==> src/rtl/axi_uart_pkg.sv <==
// Shared types for the AXI-Lite to 16-bit SRAM bridge: FSM states, grant
// tracking and AXI response codes.
package axi_uart_pkg;

  typedef enum logic [2:0] {
    S_IDLE      = 3'd0,
    S_WRITE     = 3'd1,
    S_WRESP     = 3'd2,
    S_READ      = 3'd3,
    S_READ_WAIT = 3'd4,
    S_RRESP     = 3'd5
  } state_e;

  // Which transaction type won the most recent arbitration.
  typedef enum logic {
    GRANT_WRITE = 1'b0,
    GRANT_READ  = 1'b1
  } grant_e;

  localparam logic [1:0] RESP_OKAY   = 2'b00;
  localparam logic [1:0] RESP_SLVERR = 2'b10;

  // Only full-halfword writes are accepted; partial strobes are rejected.
  function automatic logic strobe_ok(input logic [1:0] strb);
    return strb == 2'b11;
  endfunction

endpackage

==> src/rtl/axil_sram_slave_if.sv <==
// AXI4-Lite channel bundle between a master and the SRAM bridge.
interface axil_sram_slave_if #(
  parameter int unsigned C_S_AXI_ADDR_WIDTH = 20,
  parameter int unsigned C_S_AXI_DATA_WIDTH = 32
);

  logic [C_S_AXI_ADDR_WIDTH-1:0]   S_AXI_AWADDR;
  logic                            S_AXI_AWVALID;
  logic                            S_AXI_AWREADY;
  logic [C_S_AXI_DATA_WIDTH-1:0]   S_AXI_WDATA;
  logic [C_S_AXI_DATA_WIDTH/8-1:0] S_AXI_WSTRB;
  logic                            S_AXI_WVALID;
  logic                            S_AXI_WREADY;
  logic [1:0]                      S_AXI_BRESP;
  logic                            S_AXI_BVALID;
  logic                            S_AXI_BREADY;
  logic [C_S_AXI_ADDR_WIDTH-1:0]   S_AXI_ARADDR;
  logic                            S_AXI_ARVALID;
  logic                            S_AXI_ARREADY;
  logic [C_S_AXI_DATA_WIDTH-1:0]   S_AXI_RDATA;
  logic [1:0]                      S_AXI_RRESP;
  logic                            S_AXI_RVALID;
  logic                            S_AXI_RREADY;

  modport master (
    output S_AXI_AWADDR, S_AXI_AWVALID, S_AXI_WDATA, S_AXI_WSTRB, S_AXI_WVALID,
    output S_AXI_BREADY, S_AXI_ARADDR, S_AXI_ARVALID, S_AXI_RREADY,
    input  S_AXI_AWREADY, S_AXI_WREADY, S_AXI_BRESP, S_AXI_BVALID,
    input  S_AXI_ARREADY, S_AXI_RDATA, S_AXI_RRESP, S_AXI_RVALID
  );

  modport slave (
    input  S_AXI_AWADDR, S_AXI_AWVALID, S_AXI_WDATA, S_AXI_WSTRB, S_AXI_WVALID,
    input  S_AXI_BREADY, S_AXI_ARADDR, S_AXI_ARVALID, S_AXI_RREADY,
    output S_AXI_AWREADY, S_AXI_WREADY, S_AXI_BRESP, S_AXI_BVALID,
    output S_AXI_ARREADY, S_AXI_RDATA, S_AXI_RRESP, S_AXI_RVALID
  );

endinterface

==> src/rtl/axil_sram_slave.sv <==
// AXI4-Lite slave bridging 32-bit AXI accesses onto a 16-bit single-port
// SRAM. One transaction in flight; simultaneous read/write requests are
// arbitrated round-robin. Only the low halfword of the data bus is stored.
module axil_sram_slave
  import axi_uart_pkg::*;
#(
  parameter int unsigned C_S_AXI_ADDR_WIDTH = 20,
  parameter int unsigned C_S_AXI_DATA_WIDTH = 32,
  parameter int unsigned MEMORY_ADDR_WIDTH  = 18,
  parameter int unsigned MEMORY_DATA_WIDTH  = 16
) (
  input  logic                         S_AXI_ACLK,
  input  logic                         S_AXI_ARESETN,
  axil_sram_slave_if.slave             s_axi,
  output logic [MEMORY_ADDR_WIDTH-1:0] SRAM_address,
  output logic [MEMORY_DATA_WIDTH-1:0] SRAM_write_data,
  input  logic [MEMORY_DATA_WIDTH-1:0] SRAM_read_data,
  output logic                         SRAM_we_n
);

  localparam int unsigned AW = C_S_AXI_ADDR_WIDTH;
  localparam int unsigned DW = C_S_AXI_DATA_WIDTH;
  localparam int unsigned MA = MEMORY_ADDR_WIDTH;
  localparam int unsigned MD = MEMORY_DATA_WIDTH;

  state_e          state_q;
  grant_e          last_grant_q;
  logic            awready_q;
  logic            wready_q;
  logic            arready_q;
  logic            bvalid_q;
  logic [1:0]      bresp_q;
  logic            rvalid_q;
  logic [1:0]      rresp_q;
  logic [DW-1:0]   rdata_q;
  logic [MA-1:0]   sram_addr_q;
  logic [MD-1:0]   sram_wdata_q;
  logic            sram_we_n_q;

  logic            wr_elig;
  logic            rd_elig;
  logic            grant_wr;
  logic            grant_rd;
  logic            aw_ok;
  logic            ar_ok;

  // Halfword-aligned and inside the SRAM window (all upper address bits zero).
  function automatic logic addr_in_range(input logic [AW-1:0] addr);
    return (addr[0] == 1'b0) && ((addr >> (MA + 1)) == '0);
  endfunction

  // Request eligibility and round-robin arbitration; write wins ties when a
  // read was granted last.
  assign wr_elig  = s_axi.S_AXI_AWVALID & s_axi.S_AXI_WVALID;
  assign rd_elig  = s_axi.S_AXI_ARVALID;
  assign grant_wr = wr_elig & (~rd_elig | (last_grant_q == GRANT_READ));
  assign grant_rd = rd_elig & ~grant_wr;

  assign aw_ok = addr_in_range(s_axi.S_AXI_AWADDR) & strobe_ok(s_axi.S_AXI_WSTRB[1:0]);
  assign ar_ok = addr_in_range(s_axi.S_AXI_ARADDR);

  // Transaction FSM: READY pulse, SRAM access, then hold response until accepted.
  always_ff @(posedge S_AXI_ACLK or negedge S_AXI_ARESETN) begin
    if (!S_AXI_ARESETN) begin
      state_q      <= S_IDLE;
      last_grant_q <= GRANT_READ;
      awready_q    <= 1'b0;
      wready_q     <= 1'b0;
      arready_q    <= 1'b0;
      bvalid_q     <= 1'b0;
      bresp_q      <= RESP_OKAY;
      rvalid_q     <= 1'b0;
      rresp_q      <= RESP_OKAY;
      rdata_q      <= '0;
      sram_addr_q  <= '0;
      sram_wdata_q <= '0;
      sram_we_n_q  <= 1'b1;
    end else begin
      awready_q   <= 1'b0;
      wready_q    <= 1'b0;
      arready_q   <= 1'b0;
      sram_we_n_q <= 1'b1;
      case (state_q)
        S_IDLE: begin
          if (awready_q) begin
            // Write handshake completes this cycle; the payload is on the bus.
            if (aw_ok) begin
              sram_addr_q  <= s_axi.S_AXI_AWADDR[MA:1];
              sram_wdata_q <= s_axi.S_AXI_WDATA[MD-1:0];
              sram_we_n_q  <= 1'b0;
              state_q      <= S_WRITE;
            end else begin
              bvalid_q <= 1'b1;
              bresp_q  <= RESP_SLVERR;
              state_q  <= S_WRESP;
            end
          end else if (arready_q) begin
            if (ar_ok) begin
              sram_addr_q <= s_axi.S_AXI_ARADDR[MA:1];
              state_q     <= S_READ;
            end else begin
              rvalid_q <= 1'b1;
              rresp_q  <= RESP_SLVERR;
              rdata_q  <= '0;
              state_q  <= S_RRESP;
            end
          end else if (grant_wr) begin
            awready_q    <= 1'b1;
            wready_q     <= 1'b1;
            last_grant_q <= GRANT_WRITE;
          end else if (grant_rd) begin
            arready_q    <= 1'b1;
            last_grant_q <= GRANT_READ;
          end
        end
        S_WRITE: begin
          bvalid_q <= 1'b1;
          bresp_q  <= RESP_OKAY;
          state_q  <= S_WRESP;
        end
        S_WRESP: begin
          if (s_axi.S_AXI_BREADY) begin
            bvalid_q <= 1'b0;
            state_q  <= S_IDLE;
          end
        end
        S_READ: begin
          state_q <= S_READ_WAIT;
        end
        S_READ_WAIT: begin
          rdata_q  <= DW'(SRAM_read_data);
          rvalid_q <= 1'b1;
          rresp_q  <= RESP_OKAY;
          state_q  <= S_RRESP;
        end
        S_RRESP: begin
          if (s_axi.S_AXI_RREADY) begin
            rvalid_q <= 1'b0;
            state_q  <= S_IDLE;
          end
        end
        default: begin
          state_q <= S_IDLE;
        end
      endcase
    end
  end

  assign s_axi.S_AXI_AWREADY = awready_q;
  assign s_axi.S_AXI_WREADY  = wready_q;
  assign s_axi.S_AXI_ARREADY = arready_q;
  assign s_axi.S_AXI_BVALID  = bvalid_q;
  assign s_axi.S_AXI_BRESP   = bresp_q;
  assign s_axi.S_AXI_RVALID  = rvalid_q;
  assign s_axi.S_AXI_RRESP   = rresp_q;
  assign s_axi.S_AXI_RDATA   = rdata_q;

  assign SRAM_address    = sram_addr_q;
  assign SRAM_write_data = sram_wdata_q;
  assign SRAM_we_n       = sram_we_n_q;

  // Upper data lanes and strobes are intentionally ignored.
  logic unused_bits;
  assign unused_bits = ^{s_axi.S_AXI_WDATA[DW-1:MD], s_axi.S_AXI_WSTRB[DW/8-1:2]};

endmodule

==> src/flat_wrapper.sv <==
// flat-port wrapper written by rule: the top's interface ports become plain ports
module axil_sram_slave_flat import axi_uart_pkg::*;
#(
  parameter int unsigned C_S_AXI_ADDR_WIDTH = 20,
  parameter int unsigned C_S_AXI_DATA_WIDTH = 32,
  parameter int unsigned MEMORY_ADDR_WIDTH  = 18,
  parameter int unsigned MEMORY_DATA_WIDTH  = 16
)
  (S_AXI_ACLK, S_AXI_ARESETN, SRAM_address, SRAM_write_data, SRAM_read_data, SRAM_we_n, s_axi_S_AXI_AWADDR, s_axi_S_AXI_AWVALID, s_axi_S_AXI_WDATA, s_axi_S_AXI_WSTRB, s_axi_S_AXI_WVALID, s_axi_S_AXI_BREADY, s_axi_S_AXI_ARADDR, s_axi_S_AXI_ARVALID, s_axi_S_AXI_RREADY, s_axi_S_AXI_AWREADY, s_axi_S_AXI_WREADY, s_axi_S_AXI_BRESP, s_axi_S_AXI_BVALID, s_axi_S_AXI_ARREADY, s_axi_S_AXI_RDATA, s_axi_S_AXI_RRESP, s_axi_S_AXI_RVALID);
  axil_sram_slave_if #(.C_S_AXI_ADDR_WIDTH(C_S_AXI_ADDR_WIDTH), .C_S_AXI_DATA_WIDTH(C_S_AXI_DATA_WIDTH)) s_axi_i ();
  input  logic S_AXI_ACLK;
  input  logic S_AXI_ARESETN;
  output logic [MEMORY_ADDR_WIDTH-1:0] SRAM_address;
  output logic [MEMORY_DATA_WIDTH-1:0] SRAM_write_data;
  input  logic [MEMORY_DATA_WIDTH-1:0] SRAM_read_data;
  output logic SRAM_we_n;
  input wire logic [$bits(s_axi_i.S_AXI_AWADDR)-1:0] s_axi_S_AXI_AWADDR;
  input wire logic [$bits(s_axi_i.S_AXI_AWVALID)-1:0] s_axi_S_AXI_AWVALID;
  input wire logic [$bits(s_axi_i.S_AXI_WDATA)-1:0] s_axi_S_AXI_WDATA;
  input wire logic [$bits(s_axi_i.S_AXI_WSTRB)-1:0] s_axi_S_AXI_WSTRB;
  input wire logic [$bits(s_axi_i.S_AXI_WVALID)-1:0] s_axi_S_AXI_WVALID;
  input wire logic [$bits(s_axi_i.S_AXI_BREADY)-1:0] s_axi_S_AXI_BREADY;
  input wire logic [$bits(s_axi_i.S_AXI_ARADDR)-1:0] s_axi_S_AXI_ARADDR;
  input wire logic [$bits(s_axi_i.S_AXI_ARVALID)-1:0] s_axi_S_AXI_ARVALID;
  input wire logic [$bits(s_axi_i.S_AXI_RREADY)-1:0] s_axi_S_AXI_RREADY;
  output wire logic [$bits(s_axi_i.S_AXI_AWREADY)-1:0] s_axi_S_AXI_AWREADY;
  output wire logic [$bits(s_axi_i.S_AXI_WREADY)-1:0] s_axi_S_AXI_WREADY;
  output wire logic [$bits(s_axi_i.S_AXI_BRESP)-1:0] s_axi_S_AXI_BRESP;
  output wire logic [$bits(s_axi_i.S_AXI_BVALID)-1:0] s_axi_S_AXI_BVALID;
  output wire logic [$bits(s_axi_i.S_AXI_ARREADY)-1:0] s_axi_S_AXI_ARREADY;
  output wire logic [$bits(s_axi_i.S_AXI_RDATA)-1:0] s_axi_S_AXI_RDATA;
  output wire logic [$bits(s_axi_i.S_AXI_RRESP)-1:0] s_axi_S_AXI_RRESP;
  output wire logic [$bits(s_axi_i.S_AXI_RVALID)-1:0] s_axi_S_AXI_RVALID;
  assign s_axi_i.S_AXI_AWADDR = s_axi_S_AXI_AWADDR;
  assign s_axi_i.S_AXI_AWVALID = s_axi_S_AXI_AWVALID;
  assign s_axi_i.S_AXI_WDATA = s_axi_S_AXI_WDATA;
  assign s_axi_i.S_AXI_WSTRB = s_axi_S_AXI_WSTRB;
  assign s_axi_i.S_AXI_WVALID = s_axi_S_AXI_WVALID;
  assign s_axi_i.S_AXI_BREADY = s_axi_S_AXI_BREADY;
  assign s_axi_i.S_AXI_ARADDR = s_axi_S_AXI_ARADDR;
  assign s_axi_i.S_AXI_ARVALID = s_axi_S_AXI_ARVALID;
  assign s_axi_i.S_AXI_RREADY = s_axi_S_AXI_RREADY;
  assign s_axi_S_AXI_AWREADY = s_axi_i.S_AXI_AWREADY;
  assign s_axi_S_AXI_WREADY = s_axi_i.S_AXI_WREADY;
  assign s_axi_S_AXI_BRESP = s_axi_i.S_AXI_BRESP;
  assign s_axi_S_AXI_BVALID = s_axi_i.S_AXI_BVALID;
  assign s_axi_S_AXI_ARREADY = s_axi_i.S_AXI_ARREADY;
  assign s_axi_S_AXI_RDATA = s_axi_i.S_AXI_RDATA;
  assign s_axi_S_AXI_RRESP = s_axi_i.S_AXI_RRESP;
  assign s_axi_S_AXI_RVALID = s_axi_i.S_AXI_RVALID;
  axil_sram_slave #(.C_S_AXI_ADDR_WIDTH(C_S_AXI_ADDR_WIDTH), .C_S_AXI_DATA_WIDTH(C_S_AXI_DATA_WIDTH), .MEMORY_ADDR_WIDTH(MEMORY_ADDR_WIDTH), .MEMORY_DATA_WIDTH(MEMORY_DATA_WIDTH)) u_core (.S_AXI_ACLK(S_AXI_ACLK), .S_AXI_ARESETN(S_AXI_ARESETN), .s_axi(s_axi_i), .SRAM_address(SRAM_address), .SRAM_write_data(SRAM_write_data), .SRAM_read_data(SRAM_read_data), .SRAM_we_n(SRAM_we_n));
endmodule
==> config.mk <==
export PLATFORM = sky130hd
export DESIGN_NAME = axil_sram_slave_flat
export DESIGN_NICKNAME = d
export VERILOG_FILES = /design/src/rtl/axi_uart_pkg.sv /design/src/rtl/axil_sram_slave_if.sv /design/src/rtl/axil_sram_slave.sv /design/src/flat_wrapper.sv
export SDC_FILE = /design/constraint.sdc
export NUM_CORES = 1
export LEC_CHECK = 0
export ABC_CLOCK_PERIOD_IN_PS = 4500
export BUFFER_PORTS_ARGS = -buffer_cell sky130_fd_sc_hd__buf_2
export CAP_MARGIN = 10
export CORE_ASPECT_RATIO = 1.25
export CORE_UTILIZATION = 35
export CTS_CLUSTER_SIZE = 8
export DETAILED_ROUTE_END_ITERATION = 8
export PLACE_DENSITY = 0.76
export SLEW_MARGIN = 20
export SYNTH_ARGS = -nofsm -noshare
export SYNTH_HDL_FRONTEND = slang
export SYNTH_SLANG_ARGS = --single-unit
==> constraint.sdc <==
create_clock -name S_AXI_ACLK -period 4.5 [get_ports S_AXI_ACLK]
set_input_delay 0.675 -clock S_AXI_ACLK [delete_from_list [all_inputs] [get_ports S_AXI_ACLK]]
set_output_delay 0.675 -clock S_AXI_ACLK [all_outputs]
set_load 0.02 [all_outputs]
# Word level (Yosys, flattened, before mapping)
# Index checks and enable logic that the tools add are counted.
# op_classes
eq_ne	15
n_mux	45
bitwise	11
n_reduce_logical	20
# ops
cell	n
2-to-1 mux 32 bit	3
2-to-1 mux 18 bit	4
case mux 32 bit (2 select lines)	1
zero test 20 bit	2
2-to-1 mux 1 bit	21
case mux 3 bit (6 select lines)	1
AND reduction 4 bit	4
2-to-1 mux 3 bit	5
2-to-1 mux 2 bit	6
!= test 2 bit, second input constant	6
nonzero test 2 bit	5
AND reduction 3 bit	3
case mux 2 bit (2 select lines)	2
== test 3 x 2 -> 1 bit, second input constant	2
== test 3 bit, second input constant	2
inverter 1 bit	6
case mux 1 bit (3 select lines)	2
nonzero test 3 bit	2
AND reduction 5 bit	1
bitwise AND 1 bit	4
!= test 2 x 1 -> 1 bit, second input constant	2
== test 3 x 1 -> 1 bit, second input constant	1
zero test 3 bit	1
!= test 3 x 1 -> 1 bit, second input constant	1
other kinds (3)	4
# word_totals
reg_bits	79
inputBits	99
output_inout_bits	76
wordCells	103

# Longest topological paths before layout
# Gate-level depths: netlist of run 1.
# logic_depth
depth_word	10
ltp_mapped	6
ltp_nobuf	4

# Worst setup path after synthesis of run 1
# No wires, ideal clock.
# synth_path
path_kind	input to register
start	input port s_axi_S_AXI_AWADDR[19]
end	register u_core.sram_addr_q[0], in the netlist u_core.SRAM_address[0]
setup_time_ps	125
arrival_ps	1852
required_ps	4375
path_slack_ps	2524
path_stages	5
n_path_buf	1
cell_sequence	nor4bb_1 nand2_1 a21oi_4 buf_6 mux2_2
# synth_between
elab_chain_len	5
# synth_lines
element	line_no	text
start, declared	flat_wrapper.sv:17	input wire logic [$bits(s_axi_i.S_AXI_AWADDR)-1:0] s_axi_S_AXI_AWADDR;
zero test 20 bit	axil_sram_slave.sv:49	return (addr[0] == 1'b0) && ((addr >> (MA + 1)) == '0);
logical AND 1 bit	axil_sram_slave.sv:49	
bitwise AND 1 bit	axil_sram_slave.sv:59	assign aw_ok = addr_in_range(s_axi.S_AXI_AWADDR) & strobe_ok(s_axi.S_AXI_WSTRB[1:0]);
!= test 2 bit (no source line)	n/a	
AND reduction 4 bit (no source line)	n/a	
end signal, assigned	axil_sram_slave.sv:88	sram_addr_q <= s_axi.S_AXI_AWADDR[MA:1];
end signal, assigned	axil_sram_slave.sv:99	sram_addr_q <= s_axi.S_AXI_ARADDR[MA:1];
end, declared	axil_sram_slave.sv:36	logic [MA-1:0] sram_addr_q;
# Every way passes these cells.
# A chain may end at the register's enable or synchronous reset.

# Worst setup path in the final report of run 1
# layout_path
start	register u_core.awready_q, in the netlist u_core.s_axi.S_AXI_AWREADY
end	register u_core.sram_addr_q[9], in the netlist u_core.SRAM_address[9]
# layout_between
elab_chain_len	2
word_cells_on_any_way	5
classes_between	1 x eq/ne; 1 x mux; 3 x reduce/logical
# layout_lines
element	line_no	text
start, declared	axil_sram_slave.sv:28	logic awready_q;
start signal, assigned	axil_sram_slave.sv:67	awready_q <= 1'b0;
start signal, assigned	axil_sram_slave.sv:79	awready_q <= 1'b0;
start signal, assigned	axil_sram_slave.sv:108	awready_q <= 1'b1;
!= test 2 bit (no source line) or nonzero test 2 bit (tied branches)	n/a	
AND reduction 4 bit (no source line)	n/a	
# Several ways; a longest one is shown, not always the timed one.

==> metrics.txt, run 1 <==
ys flop type=dfrtp_1; Achievable Freq=429.0 MHz; CP max FO=27; Critical Path RT=between 4 and 5 ns; Die Area=around 0.0084 mm^2; cts repair resizes=0; worst setup margin=between 2 and 2.5 ns; drt total wl=5616 um; worst-margin pin slew=between 0.9 and 1 ns; met1 usage=0.1570; Final Util=0.4716; Hold WC Path Type=in2async; R2R Path End=u_core.SRAM_address[9]; Detailed Route Iter0 Violations=38; clk_skew=roughly 0.007 ns; CTS H-tree lvls=3; post-synthesis adder-cell area fraction=0; critical path launch point type=flip-flop; Yosys warnings=0; Initial Util=0.3619; number of global-route vias before repair=1892; grt ovf=0; largest family of logic cells by synthesized area=multiplexers; post-synth top area share=0.5235; Clk network pwr share=0.232; die width=around 82 um; Final setup violation count=0; Post-synth EDFFs=0; Synth Area in XOR/XNOR=0; Finished Cell Area=0.003675 mm^2; post-synthesis cell count=about 210; reg-to-reg slack, setup=between 2 and 2.5 ns; number of max-cap violations=0; post-route ant nets=0; DR pass1 iterations=4; Slew HR=0.3337; DP HPWL=4067 um; Leak Pwr=2.026 nW; met3 usage=0.05536; placed cells=about 430; worst r2r path cells=4; CP endpoint kind=flip-flop; CTS Hold Bufs=0; initial antenna violation count=0; synth top area cells=dfrtp_1 52%, mux2_2 17%, buf_4 5.1%; Commonest cells post-synth=59 x dfrtp_1, 43 x mux2_2, 19 x buf_4; CTS tree=built; Tcrit/Tclk final=0.5180; Async SR Flop Fraction=1.000; DRC=0; # clock sinks=a little over 60; Multi-input gate area=around 0.0011 mm^2; FF/Latch Area=0.001529 mm^2; mux cell area share after synthesis=0.2196; Clock Pin Slew Worst Setup and Hold Paths=roughly 0.070 ns; total number of vias=about 2.1k; Placer Congestion=between 0.7 and 0.8; P_int=between 1 and 1.5 mW; nets=446; Max Slew Vio Count=0; setup bufs post-CTS=0; largest net degree at the start of global routing=62; worst skew pair latency=between 0.3 and 0.4 ns; root cell of the clock tree=clkbuf_8; dpl ws=1.920 ns; post-synthesis compound-gate area fraction=0.09494; Wirelength per Cell=between 10 and 15 um; simple-gate share of the synthesized area=0.05679; Fin. Hold Viols=0; Clock Path Buffers=2; DR vias/cell=4.644; Mapped Area=~0.0028 mm^2; dpl cell area=0.003472 mm^2; switch share=0.3623; die height=a little over 100 um; count leader, synth=dfrtp_1; Final min period=about 2.3 ns; unrepaired setup endpoints after global routing=false; sequential power share=0.404; worst vdd ir=between 0.2 and 0.3 mV; switching pwr=roughly 0.76 mW; post-synthesis sequential area ratio=0.5421; Non-Filler Instances=447; area leader, netlist=dfrtp_1; cts bufs inserted=9; Setup TNS=0 ns; Site Rows=36; status=completed; CP Class=reg2reg; I/O Buffers=138; area of the core=just under 0.008 mm^2; filler instances=739; Yosys reg bits=between 60 and 70; GR Layer Usage met2=0.2352; Netlist cell types=33; combinational share of power=0.365; io pins=around 180; Mean Syn Cell Area=13.37 um^2; Power Density=571.3 mW/mm^2; busiest grt layer=met2; layout cells sized above 1=0.6051; r2r startpoint=u_core.s_axi.S_AXI_AWREADY; gr usage total=0.1407; Area Growth Syn to Fin=30.30%; data arrival time of the critical path=between 2 and 3 ns; first-pass GRT wire length=between 8000 and 9000 um; n_diodes=0
[layout make-up]
class | count | share of cell area
clock buffers | 12 | 0.04222
clock inverters | 4 | 0.01294
inverters | 3 | 0.003064
multi-input cells | 133 | 0.3034
flip-flops and latches | 61 | 0.4161
well taps | 95 | 0.03235
repair buffers | 139 | 0.1900
[cells by family (layout without fill, tap and decap cells)]
family / after synthesis / count (layout)
multiplexers: 52 / 52
other: 1 / 18
AO/OA/AOI/OAI: 35 / 35
buffers and inverters: 34 / 158
AND/OR/NAND/NOR: 28 / 28
flip-flops: 61 / 61
[flip-flops by register name, summed over array words and instances, names as in the netlist]
signal	count
u_core.SRAM_address	18
u_core.SRAM_write_data	16
u_core.s_axi.S_AXI_RDATA	16
u_core.state_q	3
u_core.SRAM_we_n	1
u_core.last_grant_q	1
u_core.s_axi.S_AXI_ARREADY	1
u_core.s_axi.S_AXI_AWREADY	1
u_core.s_axi.S_AXI_BRESP	1
u_core.s_axi.S_AXI_BVALID	1
u_core.s_axi.S_AXI_RRESP	1
u_core.s_axi.S_AXI_RVALID	1
[power by group through the flow]
stage | Sequential (mW) | Clock (mW) | Combinational, mW
after floorplan | 1.00 | 0 | 0.392
after global placement | 0.849 | 0 | 0.764
after detailed placement | 0.852 | 0 | 0.783
after CTS | 0.849 | 0.509 | 0.781
after global routing | 0.873 | 0.539 | 0.839
final | 0.847 | 0.486 | 0.766
[worst max-delay path by stage]
| stage | startpoint | to | slack [ns] |
|---|---|---|---|
| finish | u_core.s_axi.S_AXI_AWREADY | u_core.SRAM_address[9] | 2.17 |
| global route | u_core.s_axi.S_AXI_AWREADY | u_core.SRAM_address[14] | 1.96 |
| CTS | u_core.s_axi.S_AXI_AWREADY | u_core.SRAM_address[4] | 2.07 |
| detailed placement | s_axi_S_AXI_AWADDR[19] | u_core.SRAM_address[4] | 1.92 |
| global placement | s_axi_S_AXI_AWADDR[19] | u_core.SRAM_address[11] | 2.01 |
| floorplan | s_axi_S_AXI_AWADDR[19] | u_core.SRAM_address[0] | 2.52 |
[placed cells by master (no fill, tap or decap), types with 2 or more instances in the layout]
cell type and count:
a21oi_1 9, clkinv_2 2, nor2_1 7, dfstp_2 2, nand2b_1 2, dfrtp_1 59
nand2_1 6, nand3_1 3, and2_1 2, conb_1 18, a22o_1 16, mux2_2 43
clkbuf_8 11, a21o_1 2, a31oi_1 3, buf_2 138, mux2_4 9, inv_1 3
[through the flow]
stage | power (mW) | hold WS (ns)
after floorplan | 1.396 | 0.3794
after global placement | 1.613 | 0.4721
after detailed placement | 1.636 | 0.4758
after CTS | 2.139 | 0.4983
after global routing | 2.252 | 0.5005
final | 2.099 | 0.4959
[metal layers]
metal,vias up,part of all wire
li1,990,-
met3,9,0.079
met1,971,0.42
met2,106,0.49
met4,0,0.016
met5,-,0
[critical path, stage by stage, from the launching register on]
cell and delay [ns]:
dfrtp_1 0.75, nand2b_1 0.33, nand2b_1 0.19, a21oi_4 0.54, mux2_2 0.41
Power figures use the tool's default switching activity.
==> run 2, diff against run 1 <==
Settings changed: ABC_CLOCK_PERIOD_IN_PS 4500 to 2160.
Clock period 4.5 ns to 2.16 ns, I/O delays scaled along.
==> run 2 against run 1 <==
  * Non-clock buffer count up 5
  * Global-route usage up 0.46 points
  * Critical path depth unchanged
  * Routed wire length up 6.0%
  * Via count up 2.0%
  * Hold slack worse by 0.30 ns
  * Register-to-register slack worse by 1.7 ns
  * Combinational power up 110%
  * Fmax up 34%
  * Core utilization up 0.61 points
  * Critical path type unchanged
  * Critical endpoint is now u_core.SRAM_address[10]
  * Largest cell class unchanged
==> metrics.txt, run 2 (synthesized netlist as in run 1, its figures left out) <==
Fin. Hold Viols=0; Die Area=~0.0084 mm^2; Placer Congestion=between 0.7 and 0.8; grt ovf=0; gr usage total=0.1454; Hold WC Path Type=in2reg; io pins=175; Clock Path Buffers=2; CTS tree=built; worst min-delay path startpoint=s_axi_S_AXI_ARVALID; Slew HR=0.6034; drt total wl=5952 um; post-route ant nets=0; Max Slew Vio Count=0; Achievable Freq=just under 600 MHz; worst skew pair latency=0.33 ns; die width=82.29 um; CP max FO=18; commonest non-fill, non-tap cell in the layout=buf_2; top routing layer in use=met4; Wirelength per Cell=about 13 um; unrepaired setup endpoints after global routing=false; CP endpoint kind=flip-flop; DR pass1 iterations=6; DP HPWL=4473 um; Detailed Route Iter0 Violations=35; Initial Util=0.3619; clk_skew=0.01053 ns; max reg flops=18; status=completed; total number of vias=~2.1k; Clock Pin Slew Worst Setup and Hold Paths=approximately 0.060 ns; die height=around 100 um; number of global-route vias before repair=approximately 1.9k; met1 wire length=2429 um; layout cells sized above 1=0.6022; Tcrit/Tclk final=0.8024; Final setup violation count=0; nets=451; worst vdd ir=between 0.6 and 0.7 mV; number of max-cap violations=0; first-pass GRT wire length=8721 um; most frequent cells in the layout=138 x buf_2, 59 x dfrtp_1, 43 x mux2_2; root cell of the clock tree=clkbuf_8; area of the core=approximately 0.0078 mm^2; Power Density=1181 mW/mm^2; n_diodes=0; CP Class=reg2reg; filler instances=around 740; CTS H-tree lvls=3; Site Rows=36; Detail Route met2 WL=just over 3000 um; DR vias/cell=roughly 4.7; met3 routed WL=422 um; r2r startpoint=u_core.state_q[2]; critical path launch point type=flip-flop; I/O Buffers=138; Critical Path RT=2.37 ns; DRC=0; data arrival time of the critical path=1.94 ns; Area Growth Syn to Fin=31.99%; Leak Pwr=between 2 and 2.5 nW; WHS=0.1921 ns; largest net degree at the start of global routing=25; Final min period=1.733 ns; cts bufs inserted=9; CP startpoint=u_core.state_q[2]; setup bufs post-CTS=0; initial antenna violation count=0; Setup TNS=0 ns; worst-margin pin slew=slightly below 0.6 ns; # clock sinks=between 60 and 70
## run 2: changes by cell type in the layout (fill, tap and decap cells not counted)
cell	delta
buf_12	+1
buf_4	+3
clkbuf_1	+2
clkinv_2	-1
clkinvlp_4	-1
dlygate4sd3_1	+1
## run 2: area by class of cell
type                       count  area (um^2)  share of cell area
tap                           95        118.9             0.03193
clock buffer                  14        162.7             0.04370
timing repair buffer         144        750.7              0.2017
sequential                    61         1529              0.4108
inverter                       3        11.26            0.003025
multi-input combinational    133         1115              0.2995
clock inverter                 2        35.03            0.009412
## run 2: critical path: stages, from the launching register on
cell and delay [ns]:
dfrtp_1 0.50, or3_4 0.46, a21oi_4 0.14, buf_12 0.17
mux2_2 0.34
## run 2: metrics by stage
stage               std cells  utilization  power (mW)  setup WS (ns)  cell area [um^2]
global route              452       0.4777       4.685         0.3750              3722
detailed placement        435       0.4510       3.433         0.3060              3515
CTS                       452       0.4777       4.469         0.4275              3722
global placement          435       0.4510       3.368         0.2715              3515
finish                    452       0.4777       4.396         0.4268              3722
floorplan                 228            -       2.909         0.3030              2884
## run 2: worst paths after layout
path / to / slack, ns / cells after the start
worst max-delay path: u_core.SRAM_address[10] / 0.43 / 4
worst min-delay path: u_core.s_axi.S_AXI_AWREADY / 0.19 / 2
worst max register to register: u_core.SRAM_address[10] / 0.43 / 4
worst min register to register: u_core.s_axi.S_AXI_RDATA[3] / 0.50 / 1
max in group asynchronous: u_core.SRAM_write_data[5] / 0.99 / 3
min in group asynchronous: u_core.SRAM_write_data[10] / 0.47 / 2
## run 2: timing repair
item / 4_1_cts / 5_1_grt
endpoints found under the setup margin: 0 / 0
resized for setup: 0 / 0
hold buffers: 1 / 0
hold endpoints to repair: 18 / 0
## run 2: where the power goes
group          internal (mW)  leakage [nW]  switching, mW  total, mW
logic                  0.700          1.16          0.935       1.63
registers               1.51         0.793          0.248       1.75
clock network          0.596         0.101          0.411       1.01
## run 2: per-layer routing
layer / global-route usage / vias to the layer above
met3: 0.04821 / 8
li1: - / 993
met2: 0.2575 / 111
met5: 0 / -
met4: 0.06478 / 0
met1: 0.1541 / 1006
==> run 3, diff against run 2 <==
Settings changed: ABC_CLOCK_PERIOD_IN_PS 2160 to 1800.
Clock period 2.16 ns to 1.8 ns, I/O delays scaled along.
==> run 3 against run 2 <==
  * Critical path depth stayed put
  * Highest routed layer unchanged
  * Die area stayed put
  * Clock-buffer cell count grew 1
  * Core utilization grew 0.67 points
  * Routed wire length up 0.67%
  * Register-to-register slack worse by 0.28 ns
  * Sequential share of layout area fell by 0.54 points
  * Global-route usage increased by 0.34 points
  * Largest power group is now combinational cells
  * Clock power increased by 23%
  * Final cell count grew 0.88%
  * Non-clock buffer count up 4
==> metrics.txt, run 3 (synthesized netlist as in run 1, its figures left out) <==
status=completed; most frequent cells in the layout=138 x buf_2, 58 x dfrtp_1, 43 x mux2_2; DP HPWL=around 4300 um; number of max-cap violations=0; DR vias/cell=4.678; number of global-route vias before repair=approximately 1.9k; die width=around 82 um; commonest non-fill, non-tap cell in the layout=buf_2; Hold WC Path Type=in2reg; Die Area=0.008423 mm^2; Detailed Route Iter0 Violations=35; clk_skew=0.007225 ns; CP max stage cell=dfrtp_2; max reg flops=18; critical path launch point type=flip-flop; Clock Pin Slew Worst Setup and Hold Paths=roughly 0.06 ns; largest net degree at the start of global routing=just over 60; CP Class=reg2reg; worst vdd ir=roughly 1.0 mV; Site Rows=36; Power Density=approximately 1400 mW/mm^2; cell family with most CP delay=compound AO/OA/AOI/OAI gates; unrepaired setup endpoints after global routing=false; Fin. Hold Viols=0; layout cells sized above 1=0.6094; Area Growth Syn to Fin=33.85%; cts bufs inserted=9; DRC=0; Final min period=between 1.5 and 2 ns; Critical Path RT=roughly 2 ns; CTS H-tree lvls=3; Max Slew Vio Count=0; Slew HR=0.6665; first-pass GRT wire length=roughly 9100 um; CP endpoint kind=flip-flop; worst-margin pin slew=about 0.5 ns; root cell of the clock tree=clkbuf_8; Finished Cell Area=roughly 0.0038 mm^2; grt ovf=0; Wirelength per Cell=approximately 13 um; Setup TNS=0 ns; initial antenna violation count=0; nets=around 460; CP max FO=16; post-route ant nets=0; Critical Path, Cell by Cell=nand2b_1, o21bai_1, nand2_1, a22o_1; DR pass1 iterations=2; Leak Pwr=2.079 nW; I/O Buffers=138; area of the core=about 0.0078 mm^2; Max stage delay on crit path=approximately 0.44 ns; die height=roughly 100 um; dpl cell area=0.003558 mm^2; Tcrit/Tclk final=0.9199; Clock Path Buffers=2; data arrival time of the critical path=approximately 1.9 ns; # clock sinks=roughly 60; worst skew pair latency=between 0.3 and 0.4 ns; CP bufs+invs=0; setup bufs post-CTS=0; Initial Util=0.3619; Final setup violation count=0; n_diodes=0; Placer Congestion=roughly 0.75; io pins=roughly 180; Achievable Freq=603.9 MHz; total number of vias=2133; drt total wl=5992 um; CTS tree=built; gr usage total=0.1488
[run 3: cell type report]
class | instances | area (um^2)
sequential | 61 | 1530
timing repair buffer | 148 | 793.3
inverter | 3 | 11.26
multi-input combinational | 133 | 1115
tap | 95 | 118.9
clock inverter | 1 | 30.03
clock buffer | 15 | 176.4
fill | 735 | 4018
[run 3: metrics by stage]
step	util	setup WS (ns)	cells	hold slack (ns)	power (mW)
floorplan	-	0.002528	228	-0.02559	3.492
CTS	0.4844	0.1427	456	0.09443	5.468
detailed placement	0.4566	0.03328	439	0.3031	4.180
finish	0.4844	0.1442	456	0.1232	5.378
global placement	0.4566	0.06080	439	0.2976	4.110
global route	0.4844	0.006194	456	0.1211	5.754
[run 3: timing repair]
| action | CTS | global route |
|---|---|---|
| resized for setup | 0 | 0 |
| endpoints found under the hold margin | 59 | 0 |
| hold buffers | 1 | 0 |
[run 3: per-layer routing]
metal,vias to the layer above,GRT usage,part of all wire,wire [um]
met5,-,0,0,0
met4,0,0.06883,0.019,116
met3,11,0.05268,0.075,448
met2,109,0.2549,0.51,3074
met1,1009,0.1622,0.39,2352
li1,1004,-,-,-
[run 3: final timing paths]
| path | slack (ns) | end | from | cells after the start |
|---|---|---|---|---|
| setup reg to reg | 0.14 | u_core.s_axi.S_AXI_RDATA[4] | u_core.s_axi.S_AXI_AWREADY | 4 |
| hold / removal | 0.12 | u_core.s_axi.S_AXI_AWREADY | s_axi_S_AXI_ARVALID | 2 |
| hold reg to reg | 0.49 | u_core.s_axi.S_AXI_RDATA[2] | u_core.s_axi.S_AXI_RDATA[2] | 1 |
| setup / recovery | 0.14 | u_core.s_axi.S_AXI_RDATA[4] | u_core.s_axi.S_AXI_AWREADY | 4 |
| min in group asynchronous | 0.47 | u_core.SRAM_write_data[5] | S_AXI_ARESETN | 3 |
| max in group asynchronous | 1.03 | u_core.SRAM_we_n | S_AXI_ARESETN | 3 |
[run 3: worst reg2reg max path: stages (launching register included)]
cell and delay (ns):
dfrtp_2 0.44, nand2b_1 0.17, o21bai_1 0.27, nand2_1 0.37, a22o_1 0.30
[run 3: where the power goes]
part | internal (mW) | leakage, nW | switching [mW] | total [mW]
clock | 0.756 | 0.104 | 0.488 | 1.24
combinational | 0.899 | 1.18 | 1.19 | 2.09
sequential | 1.81 | 0.792 | 0.235 | 2.04
